File: config.mk
export PLATFORM = sky130hd
export DESIGN_NAME = packer_flat
export DESIGN_NICKNAME = d
export VERILOG_FILES = /design/src/rtl/packer_if.sv /design/src/rtl/packer.sv /design/src/flat_wrapper.sv
export SDC_FILE = /design/constraint.sdc
export NUM_CORES = 1
export LEC_CHECK = 0
export BUFFER_PORTS_ARGS = -buffer_cell sky130_fd_sc_hd__clkbuf_2
export CAP_MARGIN = 20
export CORE_MARGIN = 2
export CORE_UTILIZATION = 55
export CTS_BUF_LIST = sky130_fd_sc_hd__clkbuf_8
export DETAILED_ROUTE_END_ITERATION = 7
export GPL_ROUTABILITY_DRIVEN = 0
export PLACE_DENSITY = 0.79
export REMOVE_ABC_BUFFERS = 1
export SLEW_MARGIN = 20
export SYNTH_ARGS = -nofsm -noshare
export SYNTH_HDL_FRONTEND = slang
export SYNTH_SLANG_ARGS = --single-unit
File: constraint.sdc
create_clock -name clk_i -period 1.7 [get_ports clk_i]
set_clock_uncertainty 0.05 [all_clocks]
set_input_delay 0.34 -clock clk_i [delete_from_list [all_inputs] [get_ports clk_i]]
set_output_delay 0.34 -clock clk_i [all_outputs]
set_load 0.05 [all_outputs]
File: src/rtl/packer_if.sv
// Symbol-in / word-out handshake bundle for the packer.
// The slave modport is the packer side; the master modport is the driver/sink side.
interface packer_if #(
  parameter int unsigned unpacked_p   = 2,
  parameter int unsigned num_packed_p = 4
);
  localparam int unsigned W  = unpacked_p * num_packed_p;
  localparam int unsigned CW = $clog2(num_packed_p) + 1;

  logic [unpacked_p-1:0] unpacked_i;
  logic                  valid_i;
  logic                  flush_i;
  logic                  ready_o;
  logic [W-1:0]          packed_o;
  logic [CW-1:0]         count_o;
  logic                  valid_o;
  logic                  ready_i;

  modport slave (
    input  unpacked_i, valid_i, flush_i, ready_i,
    output ready_o, packed_o, count_o, valid_o
  );

  modport master (
    output unpacked_i, valid_i, flush_i, ready_i,
    input  ready_o, packed_o, count_o, valid_o
  );
endinterface

File: src/rtl/packer.sv
// Packs num_packed_p symbols of unpacked_p bits into one word, slot 0 in the LSBs.
// Define PACKER_FLUSH_EN to let flush_i close a partial word early.
module packer #(
  parameter int unsigned unpacked_p   = 2,
  parameter int unsigned num_packed_p = 4
) (
  input logic    clk_i,
  input logic    reset_ni,
  packer_if.slave bus
);
  localparam int unsigned W  = unpacked_p * num_packed_p;
  localparam int unsigned SW = $clog2(num_packed_p);
  localparam int unsigned CW = SW + 1;
  localparam logic [SW-1:0] LAST = SW'(num_packed_p - 1);

  logic [SW-1:0] slot_q;
  logic [W-1:0]  acc_q;
  logic [W-1:0]  packed_q;
  logic [W-1:0]  word_d;
  logic [CW-1:0] count_q;
  logic          valid_q;
  logic          ready;
  logic          in_fire;
  logic          out_fire;
  logic          flush_fire;
  logic          transfer;

`ifdef PACKER_FLUSH_EN
  assign flush_fire = in_fire && bus.flush_i;
  // Any input may close a word, so the only stall is a held, unaccepted output.
  assign ready      = !valid_q || bus.ready_i;
`else
  logic unused_flush;
  assign unused_flush = bus.flush_i;
  assign flush_fire   = 1'b0;
  assign ready        = (slot_q != LAST) || !valid_q || bus.ready_i;
`endif

  assign in_fire  = bus.valid_i && ready;
  assign out_fire = valid_q && bus.ready_i;
  assign transfer = in_fire && ((slot_q == LAST) || flush_fire);

  // Accumulator with the incoming symbol merged into the current slot; upper
  // slots are still zero because the accumulator clears on every transfer.
  always_comb begin
    word_d = acc_q;
    for (int k = 0; k < num_packed_p; k++) begin
      if (slot_q == SW'(k)) word_d[k*unpacked_p +: unpacked_p] = bus.unpacked_i;
    end
  end

  always_ff @(posedge clk_i or negedge reset_ni) begin
    if (!reset_ni) begin
      slot_q   <= '0;
      acc_q    <= '0;
      packed_q <= '0;
      count_q  <= '0;
      valid_q  <= 1'b0;
    end else begin
      if (transfer) begin
        packed_q <= word_d;
        count_q  <= {1'b0, slot_q} + CW'(1);
        valid_q  <= 1'b1;
        acc_q    <= '0;
        slot_q   <= '0;
      end else begin
        if (in_fire) begin
          acc_q  <= word_d;
          slot_q <= slot_q + SW'(1);
        end
        if (out_fire) valid_q <= 1'b0;
      end
    end
  end

  assign bus.ready_o  = ready;
  assign bus.packed_o = packed_q;
  assign bus.count_o  = count_q;
  assign bus.valid_o  = valid_q;
endmodule

File: src/flat_wrapper.sv
// flat-port wrapper written by rule: the top's interface ports become plain ports
module packer_flat 
#(
  parameter int unsigned unpacked_p   = 2,
  parameter int unsigned num_packed_p = 4
)
  (clk_i, reset_ni, bus_unpacked_i, bus_valid_i, bus_flush_i, bus_ready_i, bus_ready_o, bus_packed_o, bus_count_o, bus_valid_o);
  packer_if #(.unpacked_p(unpacked_p), .num_packed_p(num_packed_p)) bus_i ();
  input logic clk_i;
  input logic reset_ni;
  input wire logic [$bits(bus_i.unpacked_i)-1:0] bus_unpacked_i;
  input wire logic [$bits(bus_i.valid_i)-1:0] bus_valid_i;
  input wire logic [$bits(bus_i.flush_i)-1:0] bus_flush_i;
  input wire logic [$bits(bus_i.ready_i)-1:0] bus_ready_i;
  output wire logic [$bits(bus_i.ready_o)-1:0] bus_ready_o;
  output wire logic [$bits(bus_i.packed_o)-1:0] bus_packed_o;
  output wire logic [$bits(bus_i.count_o)-1:0] bus_count_o;
  output wire logic [$bits(bus_i.valid_o)-1:0] bus_valid_o;
  assign bus_i.unpacked_i = bus_unpacked_i;
  assign bus_i.valid_i = bus_valid_i;
  assign bus_i.flush_i = bus_flush_i;
  assign bus_i.ready_i = bus_ready_i;
  assign bus_ready_o = bus_i.ready_o;
  assign bus_packed_o = bus_i.packed_o;
  assign bus_count_o = bus_i.count_o;
  assign bus_valid_o = bus_i.valid_o;
  packer #(.unpacked_p(unpacked_p), .num_packed_p(num_packed_p)) u_core (.clk_i(clk_i), .reset_ni(reset_ni), .bus(bus_i));
endmodule
==> impl_metrics.tcl, run 1 <==
set metrics [dict create \
    cts_made_buffers 3 \
    drive_gt1_share_pct 41.8 \
    vias 658 \
    start_util_pct 57.4 \
    antenna_found_initial 0 \
    min_path_type "in2reg" \
    swShare_pct 42.6 \
    dp_hpwl_um 1180 \
    worstSetupPathType "reg2out" \
    gr-usage-all-layers_pct 18.7 \
    wirelength_um 1770 \
    timing.setup.tns_ns 0 \
    io_pins 20 \
    clkSinkCount 20 \
    dieArea_mm2 0.00214 \
    p_per_area_mw_per_mm2 2320 \
    synth-edff-count 0 \
    path_clk_slew_ns 0.08 \
    p_switching_mw 1.20 \
    synth_top_family_by_area "compound AO/OA/AOI/OAI gates" \
    core_area_mm2 0.00171 \
    ys_seq_area_share_pct 51.0 \
    synth_xor_area_share_pct 0 \
    grt_overflow 0 \
    outcome "complete, no violations" \
    required_ns 1.31 \
    setup_viol 0 \
    ir_drop_uv 1160 \
    grt_pass1_wl_um 2730 \
    p_leak_nw 0.599 \
    cp-end-kind "primary output" \
    timing.final.crit_period_ns 1.66 \
    num_rows 15 \
    drc 0 \
    worst_setup_path_start_kind "flip-flop" \
    timing.slew.headroom_pct 67.0 \
    cts_tree "done" \
    tightestPinTransition_ns 0.495 \
    clkPwrFrac_pct 17.0 \
    drv_cap 0 \
    yosys_warnings 0 \
    via_per_inst 5.35 \
    synth_compound_area_share_pct 15.3 \
    hold_ws_ns 0.308 \
    synth-simple-area-share_pct 10.2 \
    fp.dieH_um 46.2 \
    power_frac_comb_pct 53.2 \
    synth_area_um2 981 \
    drt-initial-drc-count 7 \
    final_cell_mix "dfrtp_1, clkbuf_2, nor2b_1, a31oi_1, mux2_4" \
    synth_cell_type_count 20 \
    cts-root-buf "clkbuf_8" \
    portBuffers 18 \
    path_max_fanout 3 \
    synth_mux_area_share_pct 14.2 \
    synthCells 74 \
    diodes 0 \
    worstPathArrival_ns 1.27 \
    syn_area_per_cell_um2 13.3 \
    fin_nets 110 \
    layout_commonest_cell "dfrtp_1" \
    grt_start_max_net_pins 21 \
    htreeDepth 1 \
    finalHoldViolations 0 \
    finalCritPeriodShare_pct 97.5 \
    grt_pass1_vias 605 \
    drtAntennaViolNets 0 \
    p_int_mw 1.62 \
    synth_seq_cells 20 \
    fmax_mhz 603 \
    synth_adder_area_share_pct 5.10 \
    finalMaxSlewViolations 0 \
    async_flop_share_pct 100 \
    clk_latency_ns 0.26 \
    ctsLongestPathBuffers 2 \
    p_seq_share_pct 29.8 \
    synth-main-ff-cell "dfrtp_1" \
    syn_to_final_growth_pct 24.0 \
    firstDrtPassIters 4 \
    die_w_um 46.2 \
    wl_per_cell_um 14.4 \
]
==> Yosys cell counts (all sizes together), types with 2 or more instances <==
cell type	count	share of area [%]
inv	2	0.77
a31oi	7	4.5
nor2b	8	5.9
o2bb2ai	6	5.4
nand2	3	1.9
dfrtp	20	51
ha	4	5.1
mux2	10	14
buf	3	3.4
a21o	6	4.6
==> cell families (layout without fill, tap and decap cells) <==
| kind of cell | Yosys count | in the layout |
|---|---|---|
| mux | 10 | 10 |
| buf+inv | 5 | 29 |
| simple gates | 15 | 15 |
| flops | 20 | 20 |
| compound gates | 20 | 20 |
| fa+ha+maj | 4 | 4 |
==> per-stage QoR <==
| stage | total power, mW | util [%] | instances | cell area (um^2) | worst slack (ns) |
|---|---|---|---|---|---|
| 6_report | 2.82 | 71.2 | 123 | 1220 | 0.0418 |
| 5_1_grt | 2.99 | 71.2 | 123 | 1220 | -0.0154 |
| 4_1_cts | 2.78 | 69.6 | 121 | 1190 | 0.00610 |
| 3_5_place_dp | 2.28 | 64.2 | 116 | 1100 | 0.154 |
| 3_3_place_gp | 2.24 | 64.2 | 116 | 1100 | 0.206 |
| 2_1_floorplan | 1.96 | - | 71 | 947 | -0.158 |
==> power groups by stage <==
stage,clock network [mW],logic (mW),registers [mW]
floorplan,0,0.668,1.29
global placement,0,1.40,0.835
detailed placement,0,1.44,0.846
CTS,0.491,1.45,0.838
global route,0.515,1.61,0.871
finish,0.481,1.50,0.840
==> final cells by class <==
cell class,count,area (um^2)
Inverter,2,7.51
Timing Repair Buffer,23,151
Sequential cell,20,500
Clock buffer,3,41.3
Fill cell,121,492
Tap cell,25,31.3
Clock inverter,1,30.0
Multi-Input combinational cell,49,454
==> metal layers <==
metal	vias to the layer above	part of all wire [%]	global-route usage, %
li1	317	-	-
met4	0	2.7	13.7
met2	21	45	27.8
met3	5	5.1	3.92
met1	315	48	23.9
met5	-	0	0
==> worst max-delay path, stage by stage, from the launching register on <==
cell,delay (ns)
dfrtp_1,0.44
ha_4,0.20
nand3b_1,0.15
clkbuf_8,0.21
==> path summary, 6_finish.rpt <==
check / from / to / slack [ns] / depth (start not counted)
max: u_core.slot_q[0]$_DFFE_PN0P_ / bus_ready_o / 0.04 / 3
min: bus_ready_i / u_core.bus.valid_o$_DFFE_PN0P_ / 0.31 / 3
max reg2reg: u_core.slot_q[0]$_DFFE_PN0P_ / u_core.bus.packed_o[5]$_DFFE_PN0P_ / 0.07 / 6
min reg2reg: u_core.bus.count_o[2]$_DFFE_PN0P_ / u_core.bus.count_o[2]$_DFFE_PN0P_ / 0.42 / 1
max in group asynchronous: reset_ni / u_core.acc_q[2]$_DFFE_PN0P_ / 0.74 / 2
min in group asynchronous: reset_ni / u_core.bus.packed_o[4]$_DFFE_PN0P_ / 0.52 / 2
==> repair_timing <==
action / 4_1_cts / 5_1_grt
endpoints found under the setup margin: 1 / 1
pin swaps: 0 / 0
hold endpoints to repair: 20 / 0
gates resized for setup: 3 / 2
buffers inserted: 0 / 2
hold buffers: 1 / 0
==> sequential cells by signal (all words and copies together), names as in the netlist <==
name,count
u_core.bus.count_o,3
u_core.acc_q,6
u_core.slot_q,2
u_core.bus.packed_o,8
u_core.bus.valid_o,1
Power figures use the tool's default switching activity.
==> run 2, diff against run 1 <==
--- a/config.mk
+++ b/config.mk
@@ -5,16 +5,17 @@
 export SDC_FILE = /design/constraint.sdc
 export NUM_CORES = 1
 export LEC_CHECK = 0
-export BUFFER_PORTS_ARGS = -buffer_cell sky130_fd_sc_hd__clkbuf_2
 export CAP_MARGIN = 20
 export CORE_MARGIN = 2
 export CORE_UTILIZATION = 55
 export CTS_BUF_LIST = sky130_fd_sc_hd__clkbuf_8
 export DETAILED_ROUTE_END_ITERATION = 7
+export DONT_BUFFER_PORTS = 1
 export GPL_ROUTABILITY_DRIVEN = 0
-export PLACE_DENSITY = 0.79
+export PLACE_DENSITY = 0.69
 export REMOVE_ABC_BUFFERS = 1
 export SLEW_MARGIN = 20
 export SYNTH_ARGS = -nofsm -noshare
 export SYNTH_HDL_FRONTEND = slang
 export SYNTH_SLANG_ARGS = --single-unit
+export TNS_END_PERCENT = 5
==> impl_metrics.tcl, run 2 (synthesized netlist as in run 1, its figures left out) <==
set metrics [dict create \
    outcome "complete, no violations" \
    grt_pass1_wl_um 2590 \
    wl_per_cell_um 15.6 \
    final_cell_mix "dfrtp_1, nor2b_1, a31oi_1, mux2_4" \
    drive_gt1_share_pct 27.5 \
    clkSinkCount 20 \
    path_max_fanout 5 \
    largest_reg_flops 8 \
    syn_to_final_growth_pct 13.0 \
    cts-root-buf "clkbuf_8" \
    worstPathArrival_ns 1.26 \
    min_path_type "in2reg" \
    worstSetupPathType "reg2out" \
    drt-initial-drc-count 2 \
    required_ns 1.31 \
    path_clk_slew_ns 0.07 \
    r2r_end "u_core.bus.packed_o[7]$_DFFE_PN0P_" \
    finalCritPeriodShare_pct 97.2 \
    startpoint "u_core.slot_q[0]$_DFFE_PN0P_" \
    cts_made_buffers 3 \
    fp.dieH_um 46.2 \
    grt_pass1_vias 598 \
    io_pins 20 \
    grt_start_max_net_pins 21 \
    ctsLongestPathBuffers 2 \
    crit_chain "ha_2, nand3b_1, buf_6" \
    drtAntennaViolNets 0 \
    setup_viol 0 \
    via_per_inst 5.44 \
    fin_nets 92 \
    timing.setup.tns_ns 0 \
    core_area_mm2 0.00171 \
    fmax_mhz 605 \
    drv_cap 0 \
    critPathSlowestCell "dfrtp_1" \
    gr-usage-all-layers_pct 17.2 \
    start_util_pct 57.4 \
    place_inst 100 \
    finalHoldViolations 0 \
    hold_ws_ns 0.130 \
    htreeDepth 1 \
    worst_setup_path_start_kind "flip-flop" \
    timing.final.crit_period_ns 1.65 \
    portBuffers 0 \
    num_rows 15 \
    cts_tree "done" \
    drc 0 \
    cp-endpoint "bus_ready_o" \
    cp-end-kind "primary output" \
    critPathMaxStageDelay_ns 0.44 \
    rrSetupSlack_ns 0.17 \
    r2r_start "u_core.slot_q[0]$_DFFE_PN0P_" \
    reg2reg_depth 5 \
    wirelength_um 1640 \
    die_w_um 46.2 \
    rsz0062_at_grt "no" \
    antenna_found_initial 0 \
    timing.slew.headroom_pct 42.9 \
    layout_commonest_cell "dfrtp_1" \
    grt_overflow 0 \
    clk_latency_ns 0.25 \
    dieArea_mm2 0.00214 \
    dp_hpwl_um 1160 \
    vias 571 \
    finalNonFillerCells 105 \
    finalMaxSlewViolations 0 \
    tightestPinTransition_ns 0.853 \
    firstDrtPassIters 4 \
    diodes 0 \
]
## run 2: layout make-up
cell class | count | area [um^2]
Clock buffer | 3 | 41.3
Clock inverter | 1 | 30.0
Fill cell | 138 | 599
Inverter | 2 | 7.51
Multi-Input combinational cell | 49 | 442
Sequential cell | 20 | 500
Tap cell | 25 | 31.3
Timing Repair Buffer | 5 | 56.3
## run 2: stage by stage
step	setup WS (ns)	cell area, um^2	utilization [%]
after floorplan	-0.158	947	-
after global placement	0.192	1020	59.8
after detailed placement	0.157	1020	59.8
after CTS	0.0115	1110	64.8
after global routing	0.0226	1110	64.9
final	0.0472	1110	64.9
## run 2: critical path: cells and delay by family, from the launching register on
| family | cells | cell delay [ns] |
|---|---|---|
| adder cells (fa/ha/maj) | 1 | 0.26 |
| AND/OR/NAND/NOR | 1 | 0.13 |
| buffers and inverters | 1 | 0.18 |
| flip-flops | 1 | 0.44 |
## run 2: timing repair
action                                  4_1_cts  5_1_grt
hold endpoints to repair                     20        0
buffers inserted                              0        0
gates resized for setup                       1        1
hold buffers                                  1        0
endpoints found under the setup margin        1        1
## run 2: worst min path at each step
stage | from | end | slack, ns | cells past startpoint
after floorplan | reset_ni | u_core.acc_q[0]$_DFFE_PN0P_ | -0.006 | 0
after global placement | reset_ni | u_core.bus.packed_o[4]$_DFFE_PN0P_ | -0.005 | 0
after detailed placement | reset_ni | u_core.bus.count_o[0]$_DFFE_PN0P_ | -0.005 | 0
after CTS | bus_valid_i | u_core.slot_q[0]$_DFFE_PN0P_ | 0.12 | 1
after global routing | bus_valid_i | u_core.slot_q[0]$_DFFE_PN0P_ | 0.13 | 1
final | bus_valid_i | u_core.slot_q[0]$_DFFE_PN0P_ | 0.13 | 1
## run 2: metal layers
layer,track usage [%],up-vias,wire length [um]
met5,0,-,0
met4,3.43,0,0
met3,4.71,0,76
met2,28.9,12,781
met1,22.1,278,778
li1,-,281,-
Power of run 2 is left out: the tool's default activity adds up to more than one toggle a clock period on the data nets, which glitch-free logic cannot reach.
